$ cat src/rtl/pio_pkg.sv
// Shared constants for the debounced PIO peripheral: register word
// addresses, edge-capture modes and the debounce counter sizing helper.
package pio_pkg;

  localparam logic [2:0] PIO_ADDR_DATA_IN  = 3'd0;
  localparam logic [2:0] PIO_ADDR_DATA_OUT = 3'd1;
  localparam logic [2:0] PIO_ADDR_IRQ_MASK = 3'd2;
  localparam logic [2:0] PIO_ADDR_EDGE_CAP = 3'd3;
  localparam logic [2:0] PIO_ADDR_OUT_SET  = 3'd4;
  localparam logic [2:0] PIO_ADDR_OUT_CLR  = 3'd5;

  localparam int EDGE_RISE = 0;
  localparam int EDGE_FALL = 1;
  localparam int EDGE_ANY  = 2;

  // Counter must hold DEBOUNCE_CYCLES-1; never narrower than one bit.
  function automatic int pio_cnt_width(input int cycles);
    return (cycles > 1) ? $clog2(cycles) : 1;
  endfunction

endpackage

$ cat src/rtl/debounce_bit.sv
// One input bit: two-flop synchronizer followed by a stability counter.
// The accepted value only follows the synchronized pin after it has
// disagreed with it for DEBOUNCE_CYCLES consecutive cycles.
module debounce_bit
  import pio_pkg::*;
#(
  parameter int DEBOUNCE_CYCLES = 50000
) (
  input  logic clk_sys,
  input  logic reset,
  input  logic pin,
  output logic stable
);

  localparam int                 CNT_W    = pio_cnt_width(DEBOUNCE_CYCLES);
  localparam logic [CNT_W-1:0]   CNT_LAST = CNT_W'(DEBOUNCE_CYCLES - 1);

  logic             sync_meta;
  logic             sync;
  logic [CNT_W-1:0] cnt;

  // Synchronize the pin, then count disagreement cycles; any match restarts.
  always_ff @(posedge clk_sys) begin
    if (reset) begin
      sync_meta <= 1'b0;
      sync      <= 1'b0;
      stable    <= 1'b0;
      cnt       <= '0;
    end else begin
      sync_meta <= pin;
      sync      <= sync_meta;
      if (sync == stable) begin
        cnt <= '0;
      end else if (cnt == CNT_LAST) begin
        stable <= sync;
        cnt    <= '0;
      end else begin
        cnt <= cnt + CNT_W'(1);
      end
    end
  end

endmodule

$ cat src/rtl/pio_debounce_irq.sv
// Avalon-MM PIO for switches and LEDs: debounced inputs, edge capture
// with maskable level interrupt, and atomic set/clear of output bits.
module pio_debounce_irq
  import pio_pkg::*;
#(
  parameter int                   IN_WIDTH        = 10,
  parameter int                   OUT_WIDTH       = 10,
  parameter int                   DEBOUNCE_CYCLES = 50000,
  parameter int                   EDGE_MODE       = 0,
  parameter logic [OUT_WIDTH-1:0] RESET_OUT       = '0
) (
  input  logic                 clk_clk,
  input  logic                 reset_reset,
  input  logic [2:0]           avs_address,
  input  logic                 avs_read,
  input  logic                 avs_write,
  input  logic [31:0]          avs_writedata,
  output logic [31:0]          avs_readdata,
  output logic                 avs_irq,
  input  logic [IN_WIDTH-1:0]  chaves_export,
  output logic [OUT_WIDTH-1:0] leds_export
);

  logic [IN_WIDTH-1:0]  data_in;
  logic [IN_WIDTH-1:0]  stable_q;
  logic [IN_WIDTH-1:0]  edge_hit;
  logic [IN_WIDTH-1:0]  edge_cap;
  logic [IN_WIDTH-1:0]  cap_clr;
  logic [IN_WIDTH-1:0]  irq_mask;
  logic [OUT_WIDTH-1:0] data_out;
  logic [IN_WIDTH-1:0]  wr_in;
  logic [OUT_WIDTH-1:0] wr_out;
  logic [31:0]          rd_mux;
  logic                 unused_wd;

  assign wr_in     = avs_writedata[IN_WIDTH-1:0];
  assign wr_out    = avs_writedata[OUT_WIDTH-1:0];
  assign unused_wd = ^avs_writedata;

  genvar gi;
  generate
    for (gi = 0; gi < IN_WIDTH; gi++) begin : g_db
      debounce_bit #(
        .DEBOUNCE_CYCLES (DEBOUNCE_CYCLES)
      ) u_db (
        .clk_sys (clk_clk),
        .reset   (reset_reset),
        .pin     (chaves_export[gi]),
        .stable  (data_in[gi])
      );
    end
  endgenerate

  // Qualifying transitions of the debounced inputs, chosen by EDGE_MODE.
  always_comb begin
    edge_hit = data_in & ~stable_q;
    if (EDGE_MODE == EDGE_FALL) begin
      edge_hit = stable_q & ~data_in;
    end else if (EDGE_MODE == EDGE_ANY) begin
      edge_hit = stable_q ^ data_in;
    end
  end

  // Software write-1-clear mask for the capture register.
  always_comb begin
    cap_clr = '0;
    if (avs_write && (avs_address == PIO_ADDR_EDGE_CAP)) begin
      cap_clr = wr_in;
    end
  end

  // Edge history and capture; a new edge outranks a same-cycle clear.
  always_ff @(posedge clk_clk) begin
    if (reset_reset) begin
      stable_q <= '0;
      edge_cap <= '0;
    end else begin
      stable_q <= data_in;
      edge_cap <= (edge_cap & ~cap_clr) | edge_hit;
    end
  end

  // Writable control registers: output value, set/clear strobes, irq mask.
  always_ff @(posedge clk_clk) begin
    if (reset_reset) begin
      data_out <= RESET_OUT;
      irq_mask <= '0;
    end else if (avs_write) begin
      case (avs_address)
        PIO_ADDR_DATA_OUT: data_out <= wr_out;
        PIO_ADDR_OUT_SET:  data_out <= data_out | wr_out;
        PIO_ADDR_OUT_CLR:  data_out <= data_out & ~wr_out;
        PIO_ADDR_IRQ_MASK: irq_mask <= wr_in;
        default:           ;
      endcase
    end
  end

  assign leds_export = data_out;
  assign avs_irq     = |(edge_cap & irq_mask);

  // Read mux over current register contents; unused and reserved read 0.
  always_comb begin
    rd_mux = '0;
    case (avs_address)
      PIO_ADDR_DATA_IN:  rd_mux[IN_WIDTH-1:0]  = data_in;
      PIO_ADDR_DATA_OUT: rd_mux[OUT_WIDTH-1:0] = data_out;
      PIO_ADDR_IRQ_MASK: rd_mux[IN_WIDTH-1:0]  = irq_mask;
      PIO_ADDR_EDGE_CAP: rd_mux[IN_WIDTH-1:0]  = edge_cap;
      default:           ;
    endcase
  end

  // Registered read data, held until the next read strobe.
  always_ff @(posedge clk_clk) begin
    if (reset_reset) begin
      avs_readdata <= '0;
    end else if (avs_read) begin
      avs_readdata <= rd_mux;
    end
  end

endmodule

$ cat config.mk
export PLATFORM = sky130hd
export DESIGN_NAME = pio_debounce_irq
export DESIGN_NICKNAME = d
export VERILOG_FILES = /design/src/rtl/pio_pkg.sv /design/src/rtl/debounce_bit.sv /design/src/rtl/pio_debounce_irq.sv
export SDC_FILE = /design/constraint.sdc
export NUM_CORES = 1
export LEC_CHECK = 0
export CAP_MARGIN = 10
export CELL_PAD_IN_SITES_DETAIL_PLACEMENT = 0
export CELL_PAD_IN_SITES_GLOBAL_PLACEMENT = 1
export CORE_MARGIN = 5
export CORE_UTILIZATION = 35
export CTS_BUF_LIST = sky130_fd_sc_hd__clkbuf_8
export DETAILED_ROUTE_END_ITERATION = 12
export PLACE_DENSITY_LB_ADDON = 0.1
export SYNTH_ARGS = -nofsm -noshare
export SYNTH_HDL_FRONTEND = slang
export SYNTH_SLANG_ARGS = --single-unit
$ cat constraint.sdc
create_clock -name clk_clk -period 2.4 [get_ports clk_clk]
set_clock_uncertainty 0.2 [all_clocks]
set_input_delay 0.48 -clock clk_clk [delete_from_list [all_inputs] [get_ports clk_clk]]
set_output_delay 0.48 -clock clk_clk [all_outputs]
set_load 0.01 [all_outputs]
# == Word-level counts from Yosys, hierarchy flattened ==
# Index checks and enable logic that the tools add are counted.
# classes
bitwise_logic,19
eq_ne,25
reduce_logical,26
mux,3
n_addsub,10
# op_table
op,count
16-bit by 1-bit adder with 16-bit output (second input constant),10
16-bit == test (second input constant),10
10-bit AND,4
10-bit one-hot mux with 4 select lines,1
10-bit inverter,3
10-bit one-hot mux with 3 select lines,1
3-bit OR reduction,10
2-bit AND reduction,12
10-bit bitwise OR,2
1-bit == test,10
10-bit 2-to-1 mux,1
1-bit inverter,10
10-bit OR reduction,1
3-bit by 2-bit == test with 1-bit output (second input constant),2
3-bit == test (second input constant),2
3-bit by 1-bit == test with 1-bit output (second input constant),1
3-bit logical NOT,1
3-bit nonzero test,1
1-bit logical AND,1
# word_totals
elab_cells,128
reg_bits,240
in_bits,49
output_inout_bits,43

# == Depth between registers and ports, before layout ==
# Gate-level depths: netlist of the first run.
# logic_depth
depth_word,6
mapped_depth,7
mapped_depth_nobuf,5

# == Cells and area by module ==
# Synthesis of the first run repeated with hierarchy kept, for this count alone.
# unflattened
hier_cells,1137
area_unflattened_um2,10949.3
# by_module_without_submodules
module,area_each_um2,seq_area_each_um2,cells_each,n_inst
debounce_bit,847.1,380.4,87,10
pio_debounce_irq,2478.6,1001.0,267,1

# == Worst setup path before layout of the first run ==
# Ideal clock, no wire load.
# synth_path
path_kind,input to register
start,input port avs_address[0]
end,register avs_readdata[3]
setup_time_ns,0.128
t_required_ns,2.072
arrival_time_ns,1.725
path_buffers,2
setup_slack_ns,0.348
cell_stages,5
path_cell_list,clkbuf_1 -> buf_2 -> mux4_2 -> a21oi_1 -> nor2_1
# synth_via
elab_chain_cells,2
elab_cells_between_ends,5
cone_classes,3 x eq/ne; 1 x mux; 1 x reduce/logical
# synth_lines
element,line,rtl
"start, declared",pio_debounce_irq.sv:14,"input logic [2:0] avs_address,"
3-bit by 2-bit == test with 1-bit output (tied with other cells),pio_debounce_irq.sv:105,case (avs_address)
10-bit one-hot mux with 4 select lines *,pio_debounce_irq.sv:105,
"end signal, assigned",pio_debounce_irq.sv:119,avs_readdata <= rd_mux;
"end, declared",pio_debounce_irq.sv:18,"output logic [31:0] avs_readdata,"
# Mark *: on every way between the ends. The rest lies on a longest branch, timed or not.
# A chain may end at the register's enable or synchronous reset.

# == Final worst setup path of the first run ==
# layout_path
start,register edge_cap[8]
end,output port avs_irq
# layout_via
elab_chain_cells,2
# layout_lines
element,line,rtl
"start, declared",pio_debounce_irq.sv:27,logic [IN_WIDTH-1:0] edge_cap;
"start signal, assigned",pio_debounce_irq.sv:79,edge_cap <= (edge_cap & ~cap_clr) | edge_hit;
10-bit AND,pio_debounce_irq.sv:100,assign avs_irq = |(edge_cap & irq_mask);
10-bit OR reduction,pio_debounce_irq.sv:100,
"end, declared",pio_debounce_irq.sv:19,"output logic avs_irq,"
# No other way between the ends.

==> results.sh, run 1 <==
export IMPL_synth_ff_type="dfxtp_1"
export IMPL_vdd_ir_drop_max_uv=330
export IMPL_cts_setup_buffers=0
export IMPL_fill_cells=2932
export IMPL_status="finished clean"
export IMPL_slew_headroom_pct=35.8
export IMPL_cp_required_ns=1.72
export IMPL_crit_arrival_ns=1.64
export IMPL_post_synth_top_count_cell="dfxtp_1"
export IMPL_coreArea_um2=28900
export IMPL_io_pins=92
export IMPL_tightest_slew_ns=0.962
export IMPL_initial_utilization_pct=35.7
export IMPL_critPathMaxFanout=3
export IMPL_antenna_found_initial=1
export IMPL_leakage_nw=3.91
export IMPL_period_share_pct=96.7
export IMPL_cts_buffers=45
export IMPL_r2r_start="g_db[0].u_db.cnt[0]"
export IMPL_ys_seq_area_share_pct=46.5
export IMPL_yosys_warnings=0
export IMPL_synth_enable_flop_cells=0
export IMPL_end_kind="output pin"
export IMPL_first_pass_iters=6
export IMPL_reg2reg_depth=5
export IMPL_stdcell_count=1653
export IMPL_synthArstFlopShare_pct=0
export IMPL_fmax_mhz=431
export IMPL_synth_distinct_cells=49
export IMPL_clockBufferDepth=3
export IMPL_hold_path_class="in2reg"
export IMPL_synth_avg_cell_area_um2=8.96
export IMPL_yosysTopAreaCell="dfxtp_1"
export IMPL_grtUsageMet1_pct=18.0
export IMPL_num_rows=62
export IMPL_finalMaxSlewViolations=0
export IMPL_cts_root_buf="clkbuf_8"
export IMPL_die_area_um2=33000
export IMPL_hold_end="g_db[8].u_db.sync_meta"
export IMPL_grt_pass1_wl_um=38100
export IMPL_netlist_top_cells_count="240 x dfxtp_1, 209 x nor2_1, 122 x xnor2_1"
export IMPL_port_buffers=47
export IMPL_grt_use_met3_pct=3.76
export IMPL_grt_pass1_vias=7476
export IMPL_cts_hold_buffers_added=0
export IMPL_hold_depth=2
export IMPL_layout_drive_gt1_share_pct=9.61
export IMPL_dr_first_iter_drc_count=277
export IMPL_setup_tns_ns=0
export IMPL_rsz0062_at_grt="false"
export IMPL_dp_hpwl_um=15600
export IMPL_clkSinkCount=240
export IMPL_ant_nets=0
export IMPL_routed_wl_um=22900
export IMPL_setup_viol=0
export IMPL_hold_viol=0
export IMPL_drc=0
export IMPL_yosys_top_cells_area="dfxtp_1 47%, xnor2_1 10%, nor2_1 7.6%"
export IMPL_synthToLayoutAreaGrowth_pct=18.0
export IMPL_powerDensity_nw_per_um2=677
export IMPL_busiest_layer="met2"
export IMPL_cts_tree="yes"
export IMPL_final_area_um2=12200
export IMPL_syn_area_um2=10300
export IMPL_r2r_end="g_db[0].u_db.stable"
export IMPL_start_kind="flop"
export IMPL_dpl_cell_count=1577
export IMPL_grt_util_met2_pct=22.0
export IMPL_wl_per_cell_um=13.9
export IMPL_place_area_um2=11300
export IMPL_period_minus_slack_ns=2.32
export IMPL_synthCells=1152
export IMPL_nets=1299
export IMPL_worstHoldStart="reset_reset"
export IMPL_cap_violations=0
export IMPL_synth_top_area_share_pct=46.5
export IMPL_die_h_um=182
export IMPL_path_class="reg2out"
export IMPL_grtUsageTotal_pct=13.7
export IMPL_grt_overflow_total=0
export IMPL_grt_start_max_net_pins=30
export IMPL_yosys_register_bits=240
export IMPL_r2r_setup_slack_ns=0.27
export IMPL_path_clk_slew_ns=0.06
export IMPL_cts_max_level=2
export IMPL_clk_latency_ns=0.54
export IMPL_die_w_um=182
export IMPL_gp_congestion=0.744
export IMPL_via_count=7769
export IMPL_avgViaCountPerCell=4.70
export IMPL_antenna_cells=0
-- layout make-up --
cell class,instances,area [µm²],area share (%)
multi-input cells,850,5150,42.3
flip-flops and latches,240,4800,39.5
clock buffers,62,853,7.01
repair buffers,75,723,5.94
well taps,384,480,3.95
inverters,28,105,0.863
clock inverters,14,60.1,0.493
-- through the flow --
stage	setup WS [ns]	utilization, %	total power, W	hold WS, ns
5_1_grt	0.0121	42.1	0.00865	0.0976
6_report	0.0786	42.1	0.00825	0.106
3_3_place_gp	0.0576	38.9	0.00439	0.217
4_1_cts	0.0381	42.1	0.00843	0.0785
3_5_place_dp	0.0177	38.9	0.00439	0.225
2_1_floorplan	0.348	-	0.00428	0.214
-- cells by family after synthesis --
kind of cell	synth area share, %
fa+ha+maj	1.21
compound gates	3.84
flops	46.5
mux	3.18
simple gates	28.5
xor+xnor	12.4
other cells	0.0363
buf+inv	4.34
-- layout by cell type (no fill, tap or decap), drive strengths merged, types with 24 or more instances in the layout --
cell	n
nand2	80
inv	36
dfxtp	240
nor2b	61
nand3	51
xor2	24
nand4	38
nor3	43
xnor2	122
clkdlybuf4s50	45
nor4	37
clkbuf	62
a21oi	45
nor2	209
buf	30
-- power by group --
group	leakage (nW)	internal (W)	total, W	switching, W
Clock	0.512	0.00228	0.00395	0.00167
Sequential	1.94	0.00402	0.00404	0.0000205
Combinational	1.46	0.000116	0.000262	0.000145
Total	3.91	0.00641	0.00825	0.00184
-- worst max-delay path by stage --
stage	end	slack [ns]	start	cells past startpoint
2_1_floorplan	avs_readdata[3]	0.35	avs_address[0]	5
3_3_place_gp	leds_export[5]	0.06	avs_address[2]	5
3_5_place_dp	leds_export[6]	0.02	avs_address[2]	5
4_1_cts	avs_irq	0.04	edge_cap[8]	4
5_1_grt	avs_irq	0.01	edge_cap[8]	4
6_report	avs_irq	0.08	edge_cap[8]	4
-- flip-flops by register name, indices dropped and copies added, names as in the netlist --
name / flops
avs_readdata: 10
g_db.u_db.cnt: 160
leds_export: 10
g_db.u_db.sync: 10
irq_mask: 10
edge_cap: 10
g_db.u_db.stable: 10
stable_q: 10
g_db.u_db.sync_meta: 10
-- critical path, cell delays in order, from the launching register on --
cell and delay, ns:
dfxtp_1 0.32, a22o_1 0.26, a221oi_1 0.21, nand4_1 0.13
buf_2 0.18
-- what timing repair did --
action	in CTS	in global routing
endpoints found under the setup margin	1	0
gates resized for setup	4	0
endpoints found under the hold margin	0	0
-- metal layers --
layer / vias up / share of wire (%)
met5: - / 0.048
met4: 2 / 2.3
met3: 43 / 5.4
met2: 102 / 44
met1: 3568 / 48
li1: 4054 / -
No activity file was read; power rests on OpenSTA's default activity.
==> run 2, diff against run 1 <==
--- a/config.mk
+++ b/config.mk
@@ -13,6 +13,7 @@
 export CTS_BUF_LIST = sky130_fd_sc_hd__clkbuf_8
 export DETAILED_ROUTE_END_ITERATION = 12
 export PLACE_DENSITY_LB_ADDON = 0.1
+export SLEW_MARGIN = 10
 export SYNTH_ARGS = -nofsm -noshare
 export SYNTH_HDL_FRONTEND = slang
 export SYNTH_SLANG_ARGS = --single-unit
==> results of run 2 <==
The final DEF is identical to that of run 1; final timing and power are the same.
